<file path="config.mk">
export PLATFORM = sky130hd
export DESIGN_NAME = z80_dma_bus_arbiter
export DESIGN_NICKNAME = d
export VERILOG_FILES = /design/src/rtl/z80_dma_bus_arbiter.sv
export SDC_FILE = /design/constraint.sdc
export NUM_CORES = 1
export LEC_CHECK = 0
export CORE_UTILIZATION = 45
export CTS_CLUSTER_DIAMETER = 120
export CTS_CLUSTER_SIZE = 12
export DETAILED_ROUTE_END_ITERATION = 12
export PLACE_DENSITY = 0.63
export SLEW_MARGIN = 20
export SYNTH_ARGS = -nofsm -noshare
export SYNTH_HDL_FRONTEND = slang
export SYNTH_SLANG_ARGS = --single-unit
</file>
<file path="constraint.sdc">
create_clock -name clk -period 2.1 [get_ports clk]
set_input_delay 0.42 -clock clk [delete_from_list [all_inputs] [get_ports clk]]
set_output_delay 0.42 -clock clk [all_outputs]
set_load 0.005 [all_outputs]
</file>
<file path="src/rtl/z80_dma_bus_arbiter.sv">
// BUSRQ/BUSAK arbiter sharing the tv80s memory/IO bus with one DMA master.
// Bounds DMA hold time and guarantees a CPU-ownership window between grants.
module z80_dma_bus_arbiter #(
    parameter int unsigned MAX_HOLD = 100,
    parameter int unsigned MIN_CPU  = 4,
    parameter int unsigned CNT_W    = 16
) (
    input  logic       clk,
    input  logic       reset_n,
    input  logic       dma_req,
    output logic       dma_gnt,
    output logic       cpu_busrq_n,
    input  logic       cpu_busak_n,
    output logic       bus_sel,
    output logic       hold_expired,
    output logic [7:0] grant_count
);

    typedef enum logic [2:0] {
        ST_IDLE,
        ST_REQ,
        ST_GRANT,
        ST_RELEASE,
        ST_COOLDOWN
    } state_t;

    localparam logic [CNT_W-1:0] HOLD_LAST = CNT_W'(MAX_HOLD - 1);
    localparam logic [CNT_W-1:0] COOL_INIT = CNT_W'(MIN_CPU);

    state_t           state, state_nx;
    logic [CNT_W-1:0] hold_cnt, hold_nx;
    logic [CNT_W-1:0] cool_cnt, cool_nx;
    logic             gnt_nx, busrq_n_nx, sel_nx, exp_nx;
    logic [7:0]       gc_nx;

    always_ff @(posedge clk or negedge reset_n) begin
        if (!reset_n) begin
            state        <= ST_IDLE;
            hold_cnt     <= '0;
            cool_cnt     <= '0;
            dma_gnt      <= 1'b0;
            cpu_busrq_n  <= 1'b1;
            bus_sel      <= 1'b0;
            hold_expired <= 1'b0;
            grant_count  <= '0;
        end else begin
            state        <= state_nx;
            hold_cnt     <= hold_nx;
            cool_cnt     <= cool_nx;
            dma_gnt      <= gnt_nx;
            cpu_busrq_n  <= busrq_n_nx;
            bus_sel      <= sel_nx;
            hold_expired <= exp_nx;
            grant_count  <= gc_nx;
        end
    end

    always_comb begin
        state_nx = state;
        hold_nx  = hold_cnt;
        cool_nx  = cool_cnt;
        exp_nx   = 1'b0;
        gc_nx    = grant_count;
        case (state)
            ST_IDLE: begin
                if (dma_req) state_nx = ST_REQ;
            end
            ST_REQ: begin
                // An abort wins over a simultaneous ack: no grant is ever issued.
                if (!dma_req) begin
                    state_nx = ST_RELEASE;
                end else if (!cpu_busak_n) begin
                    state_nx = ST_GRANT;
                    hold_nx  = '0;
                end
            end
            ST_GRANT: begin
                if ((MAX_HOLD != 0) && (hold_cnt == HOLD_LAST)) begin
                    state_nx = ST_RELEASE;
                    exp_nx   = 1'b1;
                    gc_nx    = grant_count + 8'd1;
                end else if (!dma_req) begin
                    state_nx = ST_RELEASE;
                    gc_nx    = grant_count + 8'd1;
                end else begin
                    hold_nx = hold_cnt + CNT_W'(1);
                end
            end
            ST_RELEASE: begin
                if (cpu_busak_n) begin
                    state_nx = ST_COOLDOWN;
                    cool_nx  = COOL_INIT;
                end
            end
            ST_COOLDOWN: begin
                if (cool_cnt == '0) state_nx = ST_IDLE;
                else                cool_nx  = cool_cnt - CNT_W'(1);
            end
            default: state_nx = ST_IDLE;
        endcase

        // Outputs are decoded from the next state so they register alongside it.
        gnt_nx     = (state_nx == ST_GRANT);
        busrq_n_nx = !((state_nx == ST_REQ) || (state_nx == ST_GRANT));
        sel_nx     = (state_nx == ST_GRANT) || (state_nx == ST_RELEASE);
    end

endmodule

</file>
==> metrics.txt, run 1 <==
Crit. End Element=register; die height=77.7 um; Antenna Cells=0; Max VDD drop=0.000652 V; DRT Wirelength=5480 um; cts bufs inserted=5; r2r setup slk=70 ps; final count of hold timing violations=0; final std cells w/o fill=378; Slew headroom=69.6%; max-cap viol count=0; Avg Cell Area, Syn=10.0 um2; RSZ-0062 raised after global routing=true; crit start category=register; leak pwr=1.35 nW; max-slew violations=0; DRT Pass-1 Iters=4; antenna violations before repair=0; CP max FO=7; slowest cell on the critical path=or4_1; Worst setup endpoint=hold_cnt[13]; Via Count=2115; crit path DAT=2260 ps; CP max stage delay=530 ps; worst hold-check path type=in -> async; Post-synth EDFFs=0; nets=312; worst slew pin tran=456 ps; layout cell share with drive strength beyond 1=21.6%; Syn Std Cell Area=2580 um2; grt ovf=0; maximum clock insertion buffer count=2; worst flop-to-flop path endpoint=hold_cnt[13]; post-detail-place hpwl=3980 um; Post-Syn Instances=258; htree depth=2; Initial Util=46.9%; Crit Path Class=reg -> reg; Post-Syn Nets=265; Initial DRC Count=58; setup violators final=0; Worst Reg-to-Reg Cells=5; CP top delay family=simple AND/OR/NAND/NOR gates; Placed Cells=369; PortBufs=15; PwrDens=1190 nW/um2; vias in the first global route=2029; Die Area=6040 um2; clock period minus worst slack=2030 ps; clock skew=11.6 ps; first-pass GRT wire length=9500 um; worst path required time=2330 ps; DR WL/cell=14.5 um; CTS tree=yes; Crit path depth=5; fin crit share=96.8%; io pins=16; Synth cell types=52; clk root buf=clkbuf_8; DP Worst Slack=-410 ps; fin worst setup slack=67.5 ps; fraction of registers with async set/reset=100%; Worst Setup SP=state[1]; post-synthesis sequential area ratio=45.6%; Hold-fix buffers, CTS=0; RR Startpoint=state[1]; row count=27; Synth Register Bits=47; Clock Sinks=47; chip width=77.7 um; GR Util All Layers=20.0%; Worst-Skew Late Latency=300 ps; status=completed; post-route ant nets=0; core box area=5510 um2; Area Overhead vs Synth=23.3%; CP Buf/Inv Count=0; DRC=0; routability cong.=0.818; Pwr Total=3.80 mW; vias per cell=5.60; Ys Warns=0; Most used DFF post-synth=dfrtp_1; largest net degree at the start of global routing=31; CP Cell Sequence=or2_4 -> a2111oi_4 -> nand4_1 -> or4_1 -> a21oi_1; clk slew on worst S/H paths=90 ps; Peak Freq=492 MHz
worst register-to-register path: cells and delay by family (launching register included):
kind               cells  cell delay (ps)
and+or+nand+nor        3              950
AOI/OAI and AO/OA      2              560
DFF                    1              450
sequential cells by signal, indices dropped and copies added (netlist names):
register / count
cool_cnt: 16
hold_cnt: 16
grant_count: 8
state: 3
bus_sel: 1
cpu_busrq_n: 1
dma_gnt: 1
hold_expired: 1
logic make-up after synthesis:
kind of cell	after synthesis	synth area share, %
AND/OR/NAND/NOR	113	25.2
AO/OA/AOI/OAI	48	14.2
flip-flops	47	45.6
buffers and inverters	19	3.35
XOR/XNOR	17	5.77
multiplexers	11	4.41
adder cells (fa/ha/maj)	3	1.46
synth_stat cells, types with 8 or more instances:
cell	number	area, um2
nand2_1	14	52.6
nor3_1	10	50.1
dfrtp_1	46	1150
a21oi_1	8	40.0
o31ai_1	8	60.1
xor2_1	8	70.1
or4_1	10	75.1
nor2_1	19	71.3
nand3_1	9	45.0
nand4_1	13	81.3
xnor2_1	9	78.8
o21ai_0	12	60.1
and3_1	8	50.1
mux2i_1	8	80.1
where the power goes:
group / internal, mW / leakage, nW / switching (mW)
Sequential: 1.13 / 0.627 / 0.236
Combinational: 0.873 / 0.674 / 0.979
Clock: 0.269 / 0.0474 / 0.319
Total: 2.27 / 1.35 / 1.53
metrics by stage:
stage	setup TNS (ps)	hold WS, ps	utilization [%]	instance area, um2
after floorplan	0	124	-	2580
after global placement	-4400	403	55.2	3040
after detailed placement	-4680	400	55.2	3040
after CTS	0	66.7	57.1	3140
after global routing	-27.0	100	57.8	3180
final	0	57.3	57.8	3180
cell usage in the layout (no fill, tap or decap), types with 8 or more instances in the layout:
| cell type | Yosys | routed |
|---|---|---|
| a21oi_1 | 8 | 8 |
| and3_1 | 8 | 8 |
| buf_4 | 0 | 35 |
| clkdlybuf4s50_1 | 0 | 12 |
| dfrtp_1 | 46 | 44 |
| mux2i_1 | 8 | 8 |
| nand2_1 | 14 | 14 |
| nand3_1 | 9 | 9 |
| nand4_1 | 13 | 13 |
| nor2_1 | 19 | 19 |
| nor3_1 | 10 | 10 |
| o21ai_0 | 12 | 12 |
| o31ai_1 | 8 | 8 |
| or4_1 | 10 | 10 |
| xnor2_1 | 9 | 9 |
| xor2_1 | 8 | 8 |
final cells by class:
type | count | area [um2]
clock buffers | 6 | 82.6
flip-flops and latches | 47 | 1180
multi-input cells | 192 | 1340
inverters | 7 | 26.3
repair buffers | 52 | 444
well taps | 72 | 90.1
clock inverters | 2 | 16.3
fillers | 486 | 2320
worst min path at each step:
stage / start / to / depth (start not counted)
after floorplan: reset_n / bus_sel / 0
after global placement: reset_n / hold_expired / 1
after detailed placement: reset_n / hold_expired / 1
after CTS: reset_n / hold_cnt[3] / 1
after global routing: reset_n / hold_cnt[12] / 1
final: reset_n / hold_cnt[12] / 1
per-layer routing:
layer | vias up | GRT usage, % | wire length, um
met5 | - | 0 | 0
met4 | 0 | 6.79 | 61
met3 | 4 | 4.00 | 132
met2 | 26 | 33.7 | 2680
met1 | 1031 | 25.5 | 2610
li1 | 1054 | - | -
repair_timing:
action / 4_1_cts / 5_1_grt
hold endpoints to repair: 0 / 0
setup endpoints to repair: 1 / 25
pin swaps: 0 / 7
resized for setup: 1 / 10
setup buffers: 0 / 1
Note: power is estimated with default switching activity, not from simulation.
==> inputs of run 2 (changes only) <==
- clock period: 2.1 -> 2.54 ns (I/O delays scaled with it)
==> run 2 against run 1 <==
  * Critical endpoint is now hold_cnt[7]
  * Die area unchanged
  * Highest routed layer unchanged
  * Final cell count down 6.1%
  * Power decreased by 21%
  * Worst setup slack improved by 270 ps
  * Count of clock-buffer cells in the layout down 1
  * Non-clock buffer count decreased by 23
  * Global-route usage is 0.42 points lower
  * Via count shrank 4.4%
  * Routed wire length down 3.8%
  * Core utilization shrank 3.8 points
==> metrics.txt, run 2 (same netlist as run 1, synthesis figures left out) <==
Clock Sinks=47 (unchanged); Worst Reg-to-Reg Cells=5 (unchanged); CP max stage delay=460 ps (was 530 ps); worst hold-check path type=in -> async (unchanged); switching fraction of total power=40.7% (was 40.4%); grt ovf=0 (unchanged); post_cts resized=0 (was 1); PortBufs=15 (unchanged); sequential share of power=38.3% (was 35.8%); worst path required time=2770 ps (was 2330 ps); Initial DRC Count=74 (was 58); Die Area=6040 um2 (unchanged); combinational power share=43.4% (was 48.7%); clock skew=5.47 ps (was 11.6 ps); crit start category=primary input (was register); GR Util All Layers=19.6% (was 20.0%); final hold slack=163 ps (was 57.3 ps); layout cell share with drive strength beyond 1=13.1% (was 21.6%); fin worst setup slack=334 ps (was 67.5 ps); nets=289 (was 312); status=completed (unchanged); RSZ-0062 raised after global routing=false (was true); CTS tree=yes (unchanged); largest registers=cool_cnt (16), hold_cnt (16), grant_count (8) (unchanged); first-pass GRT wire length=9320 um (was 9500 um); Routed met2 length=2540 um (was 2680 um); largest net degree at the start of global routing=24 (was 31); fill count=494 (was 486); Via Count=2021 (was 2115); fin crit share=86.8%; Slew headroom=65.5% (was 69.6%); DRT Wirelength=5270 um (was 5480 um); most common cell after layout, fill and taps aside=dfrtp_1 (unchanged); row count=27 (unchanged); Worst-Skew Late Latency=300 ps (about the same); Area Overhead vs Synth=15.2% (was 23.3%); DRC=0 (unchanged); DP Worst Slack=-33.4 ps (was -410 ps); setup violators final=0 (unchanged); DR WL/cell=14.8 um (was 14.5 um); chip width=77.7 um (unchanged); most frequent cells in the layout=dfrtp_1 (46), nor2_1 (19), nand2_1 (14), clkdlybuf4s50_1 (14), buf_4 (14) (was dfrtp_1 (44), buf_4 (35), nor2_1 (19)); Antenna Cells=0 (unchanged); htree depth=2 (unchanged); antenna violations before repair=0 (unchanged); crit path DAT=2440 ps (was 2260 ps); leak pwr=1.23 nW (was 1.35 nW); Crit Path Class=in -> reg (was reg -> reg); Hold-fix buffers, CTS=0 (unchanged); internal power=1.78 mW (was 2.27 mW); top routing layer used=met4 (unchanged); routability cong.=0.789 (was 0.818); clock period minus worst slack=2210 ps; slowest cell on the critical path=a2111oi_4 (was or4_1); met1 wire length=2540 um (was 2610 um); Psw=1.22 mW (was 1.53 mW); max-cap viol count=0 (unchanged); met3 routed WL=147 um (was 132 um); PwrDens=1010 nW/um2 (was 1190 nW/um2); max-slew violations=0 (unchanged); DRT Pass-1 Iters=4 (unchanged); Crit. End Element=register (unchanged); core box area=5510 um2 (unchanged); Peak Freq=453 MHz; vias in the first global route=1900 (was 2029); clk root buf=clkbuf_8 (unchanged); total setup buffers inserted after CTS=0 (unchanged); die height=77.7 um (unchanged); Initial Util=46.9% (unchanged); CP Cell Sequence=clkdlybuf4s50_1 -> or2_4 -> a2111oi_4 -> buf_4 -> nor4b_1 -> mux2i_1 (was or2_4 -> a2111oi_4 -> nand4_1 -> or4_1 -> a21oi_1); clk slew on worst S/H paths=90 ps (about the same); post-detail-place hpwl=3760 um (was 3980 um); final count of hold timing violations=0 (unchanged); Max VDD drop=0.000482 V (was 0.000652 V); worst slew pin tran=518 ps (was 456 ps); Pwr Total=2.99 mW (was 3.80 mW); Clk network pwr share=18.4% (was 15.5%); vias per cell=5.69 (was 5.60); maximum clock insertion buffer count=2 (unchanged); CP max FO=5 (was 7); cts bufs inserted=5 (unchanged); io pins=16 (unchanged); post-route ant nets=0 (unchanged)
run 2: cell count changes in the layout (fill, tap and decap cells not counted), moves of 2 or more:
cell             change
buf_4               -21
nor4b_1              +2
dlymetal6s2s_1       -2
clkdlybuf4s50_1      +2
dfrtp_1              +2
nor4b_2              -2
dfrtp_2              -2
run 2: cell type report:
cell class / count / area (um2) / area share, %
inverter: 7 / 26.3 / 0.884
timing repair buffer: 29 / 250 / 8.42
multi-input combinational: 192 / 1320 / 44.3
clock buffer: 5 / 68.8 / 2.31
clock inverter: 3 / 43.8 / 1.47
sequential: 47 / 1180 / 39.6
tap: 72 / 90.1 / 3.03
run 2: worst paths after layout:
check / start / end / slack [ps]
max in group asynchronous: reset_n / hold_cnt[3] / 1800
max: dma_req / hold_cnt[7] / 330
min: reset_n / hold_expired / 160
min in group clk: grant_count[7] / grant_count[7] / 480
max reg2reg: state[1] / hold_cnt[7] / 430
min reg2reg: grant_count[7] / grant_count[7] / 480
run 2: per-stage QoR:
step	setup TNS (ps)	instance area, um2	util, %	instances
after floorplan	0	2580	-	258
after global placement	-86.8	2860	51.9	347
after detailed placement	-33.4	2860	51.9	347
after CTS	0	2970	54.0	355
after global routing	0	2970	54.0	355
final	0	2970	54.0	355
run 2: power groups by stage:
stage                     Clock, mW  Combinational, mW  Sequential [mW]
after floorplan                   0              0.896             1.11
after global placement            0               1.27             1.15
after detailed placement          0               1.29             1.16
after CTS                     0.567               1.30             1.14
after global routing          0.596               1.44             1.18
final                         0.550               1.30             1.15
run 2: critical path: cells and delay by family:
family | cells | cell delay, ps
buffers and inverters | 2 | 630
AND/OR/NAND/NOR | 2 | 620
AO/OA/AOI/OAI | 1 | 460
multiplexers | 1 | 220
run 2: per-layer routing:
metal  up-vias  track usage, %
met5         -               0
met4         0            5.28
met3         3            4.35
met2        24            32.0
met1       982            26.0
li1       1012               -
==> inputs of run 3 (changes only) <==
- CORE_UTILIZATION: 45 -> 55
- PLACE_DENSITY: 0.63 -> 0.75
==> run 3 against run 2 <==
  * First-iteration DRC count fell by 15%
  * Routed wire length fell by 3.0%
  * Die area fell by 18%
  * Global-route usage rose by 3.9 points
  * Critical path type unchanged
  * Critical endpoint unchanged
  * Largest power group unchanged
  * Highest routed layer unchanged
==> metrics.txt, run 3 (same netlist as run 1, synthesis figures left out) <==
status=completed (unchanged); r2r setup slk=440 ps (was 430 ps); crit path DAT=2420 ps (was 2440 ps); fin worst setup slack=344 ps (was 334 ps); crit start category=primary input (unchanged); first-pass GRT wire length=9180 um (was 9320 um); final count of hold timing violations=0 (unchanged); Worst Setup SP=dma_req (unchanged); DR WL/cell=15.2 um (was 14.8 um); most frequent cells in the layout=dfrtp_1 (46), nor2_1 (19), buf_4 (16) (was dfrtp_1 (46), nor2_1 (19), nand2_1 (14), clkdlybuf4s50_1 (14), buf_4 (14)); post-route ant nets=0 (unchanged); core box area=4440 um2 (was 5510 um2); post_cts resized=0 (unchanged); cts bufs inserted=5 (unchanged); largest net degree at the start of global routing=23 (was 24); grt met1 use=29.2% (was 26.0%); maximum clock insertion buffer count=2 (unchanged); Crit path depth=6 (unchanged); final hold slack=176 ps (was 163 ps); die height=70.5 um (was 77.7 um); Area Overhead vs Synth=13.8% (was 15.2%); max-slew violations=0 (unchanged); layout cell share with drive strength beyond 1=13.3% (was 13.1%); Antenna Cells=0 (unchanged); grt ovf=0 (unchanged); CP top delay family=buffers and inverters (unchanged); worst flop-to-flop path endpoint=hold_cnt[7] (unchanged); max-cap viol count=0 (unchanged); CP Cell Sequence=clkdlybuf4s50_1 -> or2_4 -> a2111oi_4 -> buf_4 -> nor4b_1 -> mux2i_1 (unchanged); Max VDD drop=0.000678 V (was 0.000482 V); clk slew on worst S/H paths=90 ps (about the same); vias per cell=6.09 (was 5.69); DRT Wirelength=5110 um (was 5270 um); Initial Util=58.1% (was 46.9%); Final TNS setup=0 ps (unchanged); GRT met2 Usage=40.1% (was 32.0%); CP Buf/Inv Count=2 (unchanged); CTS tree=yes (unchanged); DP Worst Slack=14.5 ps (was -33.4 ps); Via Count=2054 (was 2021); total setup buffers inserted after CTS=0 (unchanged); RSZ-0062 raised after global routing=false (unchanged); Clock Sinks=47 (unchanged); CP max FO=5 (unchanged); GR Util All Layers=23.5% (was 19.6%); Die Area=4970 um2 (was 6040 um2); Hold-fix buffers, CTS=0 (unchanged); nets=291 (was 289); Storage cell area=1180 um2 (unchanged); largest registers=cool_cnt (16), hold_cnt (16), grant_count (8) (unchanged); post-detail-place hpwl=3660 um (was 3760 um); Crit. End Element=register (unchanged); Initial DRC Count=63 (was 74); Crit Path Class=in -> reg (unchanged); met3 GRT Util=4.76% (was 4.35%); Worst setup endpoint=hold_cnt[7] (unchanged); fill count=383 (was 494); slowest cell on the critical path=a2111oi_4 (unchanged); Worst-Skew Late Latency=300 ps (about the same); fin crit share=86.4% (was 86.8%); antenna violations before repair=0 (unchanged); worst slew pin tran=518 ps (about the same); DRC=0 (unchanged); Worst Reg-to-Reg Cells=5 (unchanged); busiest grt layer=met2 (unchanged); clk root buf=clkbuf_8 (unchanged); PortBufs=15 (unchanged); most common cell after layout, fill and taps aside=dfrtp_1 (unchanged); vias in the first global route=2007 (was 1900); PwrDens=1010 nW/um2 (about the same); row count=24 (was 27); chip width=70.5 um (was 77.7 um); leak pwr=1.22 nW (was 1.23 nW); RR Startpoint=state[1] (unchanged); clock period minus worst slack=2200 ps (was 2210 ps); worst hold-check path type=in -> async (unchanged); clock skew=6.98 ps (was 5.47 ps); io pins=16 (unchanged); worst path required time=2770 ps (about the same); routability cong.=0.831 (was 0.789); htree depth=2 (unchanged); DRT Pass-1 Iters=4 (unchanged); multi-input logic area=1320 um2 (unchanged); setup violators final=0 (unchanged); Peak Freq=455 MHz (was 453 MHz); CP max stage delay=470 ps (was 460 ps); Slew headroom=65.4% (was 65.5%)
==> run 3: cell count changes in the layout (fill, tap and decap cells not counted), sizes merged <==
cell,change
bufinv,-1
clkbuf,+1
clkinvlp,+1
clkinv,-1
buf,+2
==> run 3: per-stage QoR <==
stage / power, mW / area [um2] / instances / utilization, %
4_1_cts: 2.97 / 2940 / 337 / 66.0
3_5_place_dp: 2.52 / 2850 / 329 / 64.1
6_report: 2.95 / 2940 / 337 / 66.0
3_3_place_gp: 2.48 / 2850 / 329 / 64.1
5_1_grt: 3.19 / 2940 / 337 / 66.0
2_1_floorplan: 2.00 / 2580 / 258 / -
==> run 3: power breakdown <==
group	internal [mW]	leakage, nW	switching (mW)
clock network	0.193	0.0412	0.248
logic	0.612	0.548	0.752
registers	0.927	0.629	0.220
==> run 3: worst min path at each step <==
stage	end	slack [ps]	cells past startpoint
5_1_grt	cool_cnt[3]	220	1
4_1_cts	hold_cnt[5]	190	1
2_1_floorplan	bus_sel	210	0
3_3_place_gp	grant_count[7]	470	1
3_5_place_dp	grant_count[7]	470	1
6_report	state[2]	180	1
==> run 3: per-layer routing <==
layer / vias up / routed length (um)
met3: 6 / 120
li1: 1021 / -
met1: 1002 / 2290
met2: 25 / 2640
met4: 0 / 59
met5: - / 0
==> run 3: area by class of cell <==
class / count / share of cell area [%]
clock buffers: 6 / 2.47
clock inverters: 2 / 0.426
inverters: 7 / 0.895
multi-input cells: 192 / 44.8
flip-flops and latches: 47 / 40.1
well taps: 52 / 2.22
repair buffers: 31 / 9.04
